==> src/rtl/m6809_bus_arbiter_if.sv <==
// CPU, DMA and memory-side signals of the shared 6809 memory port.
// The master modport is the integration side; the slave modport is the arbiter.
interface m6809_bus_arbiter_if #(
    parameter int ADDR_W = 16,
    parameter int DATA_W = 8
);
    logic              cpu_req;
    logic [ADDR_W-1:0] cpu_addr;
    logic [DATA_W-1:0] cpu_wdata;
    logic              cpu_rw_n;
    logic [DATA_W-1:0] cpu_rdata;
    logic              cpu_stall;

    logic              dma_req;
    logic [ADDR_W-1:0] dma_addr;
    logic [DATA_W-1:0] dma_wdata;
    logic              dma_rw_n;
    logic              dma_gnt;
    logic              dma_ack;
    logic [DATA_W-1:0] dma_rdata;

    logic              mem_valid;
    logic [ADDR_W-1:0] mem_addr;
    logic [DATA_W-1:0] mem_wdata;
    logic              mem_rw_n;
    logic [DATA_W-1:0] mem_rdata;

    modport master (
        output cpu_req, cpu_addr, cpu_wdata, cpu_rw_n,
        input  cpu_rdata, cpu_stall,
        output dma_req, dma_addr, dma_wdata, dma_rw_n,
        input  dma_gnt, dma_ack, dma_rdata,
        input  mem_valid, mem_addr, mem_wdata, mem_rw_n,
        output mem_rdata
    );

    modport slave (
        input  cpu_req, cpu_addr, cpu_wdata, cpu_rw_n,
        output cpu_rdata, cpu_stall,
        input  dma_req, dma_addr, dma_wdata, dma_rw_n,
        output dma_gnt, dma_ack, dma_rdata,
        output mem_valid, mem_addr, mem_wdata, mem_rw_n,
        input  mem_rdata
    );
endinterface

==> src/rtl/m6809_bus_arbiter.sv <==
// Shares one memory port between the 6809 core (default owner) and a DMA master.
// Grant/stall registered from state, mux and ack combinational; burst limit plus guard window.
module m6809_bus_arbiter #(
    parameter int ADDR_W    = 16,
    parameter int DATA_W    = 8,
    parameter int MAX_BURST = 8,
    parameter int CPU_SLOTS = 1
) (
    input  logic                clk,
    input  logic                reset,
    m6809_bus_arbiter_if.slave  bus
);
    typedef enum logic [1:0] {
        CPU_OWN   = 2'd0,
        DMA_OWN   = 2'd1,
        CPU_GUARD = 2'd2
    } state_t;

    localparam logic [7:0] BURST_LIM = 8'(MAX_BURST);
    localparam logic [7:0] GUARD_LD  = 8'(CPU_SLOTS);

    state_t      state, state_nxt;
    logic [7:0]  burst_cnt, burst_nxt;
    logic [7:0]  guard_cnt, guard_nxt;
    logic        dma_own;

    logic [ADDR_W-1:0] addr_sel;
    logic [DATA_W-1:0] wdata_sel;

    always_ff @(posedge clk or posedge reset) begin
        if (reset) begin
            state     <= CPU_OWN;
            burst_cnt <= 8'd0;
            guard_cnt <= 8'd0;
        end else begin
            state     <= state_nxt;
            burst_cnt <= burst_nxt;
            guard_cnt <= guard_nxt;
        end
    end

    always_comb begin
        state_nxt = state;
        burst_nxt = burst_cnt;
        guard_nxt = guard_cnt;
        case (state)
            CPU_OWN: begin
                // Any CPU access this cycle still completes; DMA takes over next cycle.
                if (bus.dma_req) begin
                    state_nxt = DMA_OWN;
                    burst_nxt = 8'd0;
                end
            end
            DMA_OWN: begin
                if (!bus.dma_req) begin
                    state_nxt = CPU_OWN;
                end else begin
                    burst_nxt = burst_cnt + 8'd1;
                    if (burst_nxt == BURST_LIM) begin
                        state_nxt = CPU_GUARD;
                        guard_nxt = GUARD_LD;
                    end
                end
            end
            CPU_GUARD: begin
                guard_nxt = guard_cnt - 8'd1;
                if (guard_cnt <= 8'd1) begin
                    state_nxt = CPU_OWN;
                end
            end
            default: begin
                state_nxt = CPU_OWN;
            end
        endcase
    end

    assign dma_own       = (state == DMA_OWN);
    assign bus.dma_gnt   = dma_own;
    assign bus.cpu_stall = dma_own;
    assign bus.dma_ack   = dma_own & bus.dma_req;

    assign addr_sel      = dma_own ? bus.dma_addr  : bus.cpu_addr;
    assign wdata_sel     = dma_own ? bus.dma_wdata : bus.cpu_wdata;

    assign bus.mem_valid = dma_own ? bus.dma_req   : bus.cpu_req;
    assign bus.mem_rw_n  = dma_own ? bus.dma_rw_n  : bus.cpu_rw_n;
    assign bus.mem_addr  = addr_sel;
    assign bus.mem_wdata = wdata_sel;

    // Both masters see the memory data; each qualifies it with its own ownership.
    assign bus.cpu_rdata = bus.mem_rdata;
    assign bus.dma_rdata = bus.mem_rdata;
endmodule

==> src/flat_wrapper.sv <==
// flat-port wrapper written by rule: the top's interface ports become plain ports
module m6809_bus_arbiter_flat 
#(
    parameter int ADDR_W    = 16,
    parameter int DATA_W    = 8,
    parameter int MAX_BURST = 8,
    parameter int CPU_SLOTS = 1
)
  (clk, reset, bus_cpu_req, bus_cpu_addr, bus_cpu_wdata, bus_cpu_rw_n, bus_cpu_rdata, bus_cpu_stall, bus_dma_req, bus_dma_addr, bus_dma_wdata, bus_dma_rw_n, bus_dma_gnt, bus_dma_ack, bus_dma_rdata, bus_mem_valid, bus_mem_addr, bus_mem_wdata, bus_mem_rw_n, bus_mem_rdata);
  m6809_bus_arbiter_if #(.ADDR_W(ADDR_W), .DATA_W(DATA_W)) bus_i ();
  input  logic clk;
  input  logic reset;
  input wire logic [$bits(bus_i.cpu_req)-1:0] bus_cpu_req;
  input wire logic [$bits(bus_i.cpu_addr)-1:0] bus_cpu_addr;
  input wire logic [$bits(bus_i.cpu_wdata)-1:0] bus_cpu_wdata;
  input wire logic [$bits(bus_i.cpu_rw_n)-1:0] bus_cpu_rw_n;
  output wire logic [$bits(bus_i.cpu_rdata)-1:0] bus_cpu_rdata;
  output wire logic [$bits(bus_i.cpu_stall)-1:0] bus_cpu_stall;
  input wire logic [$bits(bus_i.dma_req)-1:0] bus_dma_req;
  input wire logic [$bits(bus_i.dma_addr)-1:0] bus_dma_addr;
  input wire logic [$bits(bus_i.dma_wdata)-1:0] bus_dma_wdata;
  input wire logic [$bits(bus_i.dma_rw_n)-1:0] bus_dma_rw_n;
  output wire logic [$bits(bus_i.dma_gnt)-1:0] bus_dma_gnt;
  output wire logic [$bits(bus_i.dma_ack)-1:0] bus_dma_ack;
  output wire logic [$bits(bus_i.dma_rdata)-1:0] bus_dma_rdata;
  output wire logic [$bits(bus_i.mem_valid)-1:0] bus_mem_valid;
  output wire logic [$bits(bus_i.mem_addr)-1:0] bus_mem_addr;
  output wire logic [$bits(bus_i.mem_wdata)-1:0] bus_mem_wdata;
  output wire logic [$bits(bus_i.mem_rw_n)-1:0] bus_mem_rw_n;
  input wire logic [$bits(bus_i.mem_rdata)-1:0] bus_mem_rdata;
  assign bus_i.cpu_req = bus_cpu_req;
  assign bus_i.cpu_addr = bus_cpu_addr;
  assign bus_i.cpu_wdata = bus_cpu_wdata;
  assign bus_i.cpu_rw_n = bus_cpu_rw_n;
  assign bus_cpu_rdata = bus_i.cpu_rdata;
  assign bus_cpu_stall = bus_i.cpu_stall;
  assign bus_i.dma_req = bus_dma_req;
  assign bus_i.dma_addr = bus_dma_addr;
  assign bus_i.dma_wdata = bus_dma_wdata;
  assign bus_i.dma_rw_n = bus_dma_rw_n;
  assign bus_dma_gnt = bus_i.dma_gnt;
  assign bus_dma_ack = bus_i.dma_ack;
  assign bus_dma_rdata = bus_i.dma_rdata;
  assign bus_mem_valid = bus_i.mem_valid;
  assign bus_mem_addr = bus_i.mem_addr;
  assign bus_mem_wdata = bus_i.mem_wdata;
  assign bus_mem_rw_n = bus_i.mem_rw_n;
  assign bus_i.mem_rdata = bus_mem_rdata;
  m6809_bus_arbiter #(.ADDR_W(ADDR_W), .DATA_W(DATA_W), .MAX_BURST(MAX_BURST), .CPU_SLOTS(CPU_SLOTS)) u_core (.clk(clk), .reset(reset), .bus(bus_i));
endmodule
==> config.mk <==
export PLATFORM = sky130hd
export DESIGN_NAME = m6809_bus_arbiter_flat
export DESIGN_NICKNAME = d
export VERILOG_FILES = /design/src/rtl/m6809_bus_arbiter_if.sv /design/src/rtl/m6809_bus_arbiter.sv /design/src/flat_wrapper.sv
export SDC_FILE = /design/constraint.sdc
export NUM_CORES = 1
export LEC_CHECK = 0
export ABC_AREA = 1
export CELL_PAD_IN_SITES_DETAIL_PLACEMENT = 0
export CELL_PAD_IN_SITES_GLOBAL_PLACEMENT = 1
export CORE_MARGIN = 4
export CORE_UTILIZATION = 23
export CTS_BUF_LIST = sky130_fd_sc_hd__clkbuf_2 sky130_fd_sc_hd__clkbuf_4 sky130_fd_sc_hd__clkbuf_8
export CTS_CLUSTER_DIAMETER = 100
export DETAILED_ROUTE_END_ITERATION = 8
export PLACE_DENSITY_LB_ADDON = 0.1
export SYNTH_ARGS = -nofsm -noshare
export SYNTH_HDL_FRONTEND = slang
export SYNTH_SLANG_ARGS = --single-unit
==> constraint.sdc <==
create_clock -name clk -period 2.05 [get_ports clk]
set_input_delay 0.3075 -clock clk [delete_from_list [all_inputs] [get_ports clk]]
set_output_delay 0.3075 -clock clk [all_outputs]
set_load 0.02 [all_outputs]
Yosys cells after proc, flatten, opt, wreduce, memory -nomap -nowiden
Index checks and enable logic that the tools add are counted.
{"block": "word_totals", "regBits": 18, "latchBits": 0, "ramBits": 0, "rom_bits": 0, "input_bits": 62, "out_inout_bits": 45, "word_cells": 36, "memories": 0}
{"block": "op_classes", "addsub": 2, "multipliers": 0, "div": 0, "n_lt_le_gt_ge": 1, "n_eq_ne": 8, "shift": 0, "n_mux": 15, "bitwise": 1, "n_reduce_logical": 6}
{"cell": "8-bit two-way mux", "n": 5}
{"cell": "8-bit case mux with 2 select lines", "n": 2}
{"cell": "16-bit two-way mux", "n": 1}
{"cell": "3-bit AND reduction", "n": 3}
{"cell": "8-bit by 1-bit adder with 8-bit output (second input constant)", "n": 1}
{"cell": "8-bit by 4-bit == test with 1-bit output (second input constant)", "n": 1}
{"cell": "8-bit by 1-bit less-or-equal comparator with 1-bit output (second input constant)", "n": 1}
{"cell": "2-bit two-way mux", "n": 4}
{"cell": "8-bit by 1-bit subtractor with 8-bit output (second input constant)", "n": 1}
{"cell": "2-bit != test (second input constant)", "n": 3}
{"cell": "2-bit case mux with 3 select lines", "n": 1}
{"cell": "2-bit nonzero test", "n": 2}
{"cell": "3-bit != test (second input constant)", "n": 1}
{"cell": "2-bit by 1-bit == test with 1-bit output (second input constant)", "n": 1}
{"cell": "2-bit == test (second input constant)", "n": 1}
{"cell": "2-bit logical NOT", "n": 1}
{"cell": "1-bit two-way mux", "n": 2}
{"cell": "2-bit by 1-bit != test with 1-bit output (second input constant)", "n": 1}
{"cell": "1-bit AND", "n": 1}

Logic depth before layout (Yosys ltp)
{"block": "depth", "ltp_word": 5, "ltp_mapped": 10, "ltp_nobuf": 10}

Worst setup path before layout
Ideal clock, no wire load.
{"block": "synth_path", "kind": "register to output", "start": "register u_core.state[1]", "end": "output port bus_mem_addr[10]", "t_arrival_ps": 1344, "required_ps": 1742, "slack_ps": 398, "stages_incl_launch_ff": 5, "n_path_buf": 1, "path_cell_list": "dfrtp_1 > nor2_4 > clkbuf_1 > nand2_1 > nand2_1"}
{"block": "synth_between", "elab_chain_len": 2}
{"item": "start: declaration", "line_no": "m6809_bus_arbiter.sv:22", "source": "state_t state, state_nxt;"}
{"item": "start signal: assignment", "line_no": "m6809_bus_arbiter.sv:36", "source": "state <= state_nxt;"}
{"item": "2-bit by 1-bit == test with 1-bit output", "line_no": "m6809_bus_arbiter.sv:77", "source": "assign dma_own = (state == DMA_OWN);"}
{"item": "net bus_cpu_stall", "line_no": "flat_wrapper.sv:18", "source": "output wire logic [$bits(bus_i.cpu_stall)-1:0] bus_cpu_stall;"}
{"item": "16-bit two-way mux", "line_no": "m6809_bus_arbiter.sv:82", "source": "assign addr_sel = dma_own ? bus.dma_addr : bus.cpu_addr;"}
{"item": "end: declaration", "line_no": "flat_wrapper.sv:27", "source": "output wire logic [$bits(bus_i.mem_addr)-1:0] bus_mem_addr;"}
The timed path passes the listed nets, and every way through them passes these cells.

Worst setup path after layout
{"block": "layout_path", "start": "register u_core.state[0]", "end": "output port bus_mem_addr[4]"}
{"block": "layout_between", "elab_chain_len": 2}
{"item": "2-bit by 1-bit == test with 1-bit output", "line_no": "m6809_bus_arbiter.sv:77"}
{"item": "16-bit two-way mux", "line_no": "m6809_bus_arbiter.sv:82"}
Every way passes these cells.

==> flow_metrics.tcl <==
set metrics [dict create \
    rrSetupSlack_ps 350 \
    synthMuxAreaShare_pct 0 \
    worstPathRequired_ps 1740 \
    area_delta_synth_final_pct 55.3 \
    synth.net_count 315 \
    start_kind "register" \
    ys_warn_count 0 \
    synth_area_um2 1560 \
    diodes 0 \
    path_class "register to output pin" \
    cts-root-buf "clkbuf_8" \
    synth_top_family_by_area "simple AND/OR/NAND/NOR gates" \
    netlist_instances 249 \
    final_area_um2 2420 \
    htreeDepth 1 \
    wl_per_cell_um 12.4 \
    drtIter0Drc 39 \
    rsz0062_at_grt "no" \
    drive_gt1_share_pct 9.03 \
    track_usage_pct 12.2 \
    post-place-ws_ps 61.6 \
    vias 1630 \
    remaining_drc_errors 0 \
    dieHeight_um 90.4 \
    r2r_start "u_core.burst_cnt[0]" \
    cp_max_fo 11 \
    ys_seq_area_share_pct 28.9 \
    ir_drop_mv 0.304 \
    drt-pass1-iter-count 4 \
    antenna_left 0 \
    clock_latency_ps 260 \
    cts_sinks 18 \
    min_period_ps 1860 \
    antenna_found_initial 0 \
    nets 388 \
    grtUsageMet3_pct 2.67 \
    dieWidth_um 90.4 \
    status "finished clean" \
    holdWs_ps 364 \
    min_period_over_period_pct 90.9 \
    placedInstanceArea_um2 2390 \
    synthSimpleGateAreaFrac_pct 46.7 \
    synth_edf_count 0 \
    maxSlewHeadroom_pct 71.9 \
    synth_ff_type "dfrtp_1" \
    cp-end-kind "output pin" \
    postCtsSetupBuffers 0 \
    slew_violations 0 \
    gp_congestion 0.767 \
    power.density_nw_per_um2 673 \
    viasPerCell 4.10 \
    power.leakage_uw 0.00126 \
    hold_class "input port to async pin" \
    dp_hpwl_um 3900 \
    finClkSkew_ps 2.54 \
    worstMarginPinSlew_ps 420 \
    setup_viol 0 \
    busiest_layer "met2" \
    cts_made_buffers 3 \
    synthAdderAreaFrac_pct 3.21 \
    clk_pin_slew_worst_paths_ps 70 \
    p_total_uw 1630 \
    syn_area_per_cell_um2 6.27 \
    port_buffers 82 \
    first_global_vias 1620 \
    use_met1_pct 13.2 \
    grt_max_degree 28 \
    grt_first_pass_wirelength_um 8130 \
    synthArstFlopShare_pct 100 \
    fin_setup_tns_ps 0 \
    grtUsageMet2_pct 23.6 \
    critPathLaunch "u_core.state[0]" \
    cts_tree "yes" \
    dieArea_um2 8170 \
    hold_viol 0 \
    synth_cell_types 25 \
    overflow 0 \
    critical_path_arrival_ps 1560 \
    num_rows 29 \
    start_util_pct 24.2 \
    cts_max_path_buffers 2 \
    synth_compound_area_share_pct 5.61 \
    io_pins 107 \
    coreArea_um2 6460 \
    ys_ff_latch 18 \
    setup_ws_ps 186 \
    fmax_mhz 537 \
    cap_viol_max_count 0 \
    finalWirelength_um 4920 \
    synthXorXnorAreaFrac_pct 0 \
]
-- cell usage after synthesis, types with 3 or more instances --
| library cell | instances | area [µm²] |
|---|---|---|
| nor2_1 | 9 | 33.8 |
| dfrtp_1 | 18 | 450 |
| nand2_1 | 117 | 439 |
| ha_1 | 4 | 50.1 |
| buf_4 | 17 | 128 |
| nand3_1 | 20 | 100 |
| nor2_2 | 4 | 25.0 |
| o21ai_0 | 11 | 55.1 |
| inv_1 | 22 | 82.6 |
| or2_2 | 3 | 18.8 |
| clkbuf_1 | 4 | 15.0 |
| nand4_1 | 3 | 18.8 |
-- repair_timing --
item,CTS,global route
endpoints found under the hold margin,0,0
setup endpoints to repair,27,2
gates resized for setup,29,2
hold buffers,0,0
-- registers in the layout, indices dropped and copies added (netlist names) --
register / flops
u_core.burst_cnt: 8
u_core.guard_cnt: 8
u_core.state: 2
-- report_power, final --
part	internal [µW]	leakage [µW]	switching, µW
logic	350	0.00100	454
clock network	171	0.0000288	129
registers	434	0.000234	92.3
total	955	0.00126	676
-- layout by cell type, fill, tap and decap left out, types with 3 or more instances in the layout --
master,count
nor2_1,9
o21ai_0,11
clkdlybuf4s50_1,53
dlygate4sd2_1,27
or2_2,3
nand3_1,20
buf_4,7
dfrtp_1,18
inv_1,22
nand2_1,117
ha_1,4
nand4_1,3
nor2_2,4
clkbuf_8,4
-- layout make-up --
type	instances	area [µm²]
clock buffer	4	55.1
timing repair buffer	90	856
multi-input combinational	184	866
sequential	18	450
inverter	25	98.8
fill	694	4040
tap	77	96.3
-- worst max-delay path, stage by stage, from the launching register on --
cell and delay [ps]:
dfrtp_1 410, inv_2 60, nor2_4 150, buf_4 200, nand2_1 60, nand2_1 60
dlygate4sd2_1 360
-- worst paths after layout --
path                                  endpoint  cells past startpoint
max                            bus_mem_addr[4]                      6
min                        u_core.burst_cnt[5]                      3
max reg2reg                u_core.guard_cnt[5]                      9
min reg2reg                u_core.guard_cnt[0]                      2
max in group asynchronous  u_core.guard_cnt[0]                      3
min in group clk           u_core.guard_cnt[0]                      2
-- stage by stage --
step                cells  utilization [%]
floorplan             249                -
global placement      394             37.0
detailed placement    394             37.0
CTS                   398             37.4
global route          398             37.5
finish                398             37.5
-- cell families (layout without fill, tap and decap cells) --
family | Yosys count | in the layout
AOI/OAI and AO/OA | 16 | 16
adders and majority gates | 4 | 4
buffers and inverters | 47 | 119
DFF | 18 | 18
and+or+nand+nor | 164 | 164
-- layer usage --
layer	vias to the layer above	share of wire (%)
met1	698	40
met3	8	3.2
met2	24	55
li1	900	-
met4	0	1.8
met5	-	0
(Power assumes the default switching activity.)
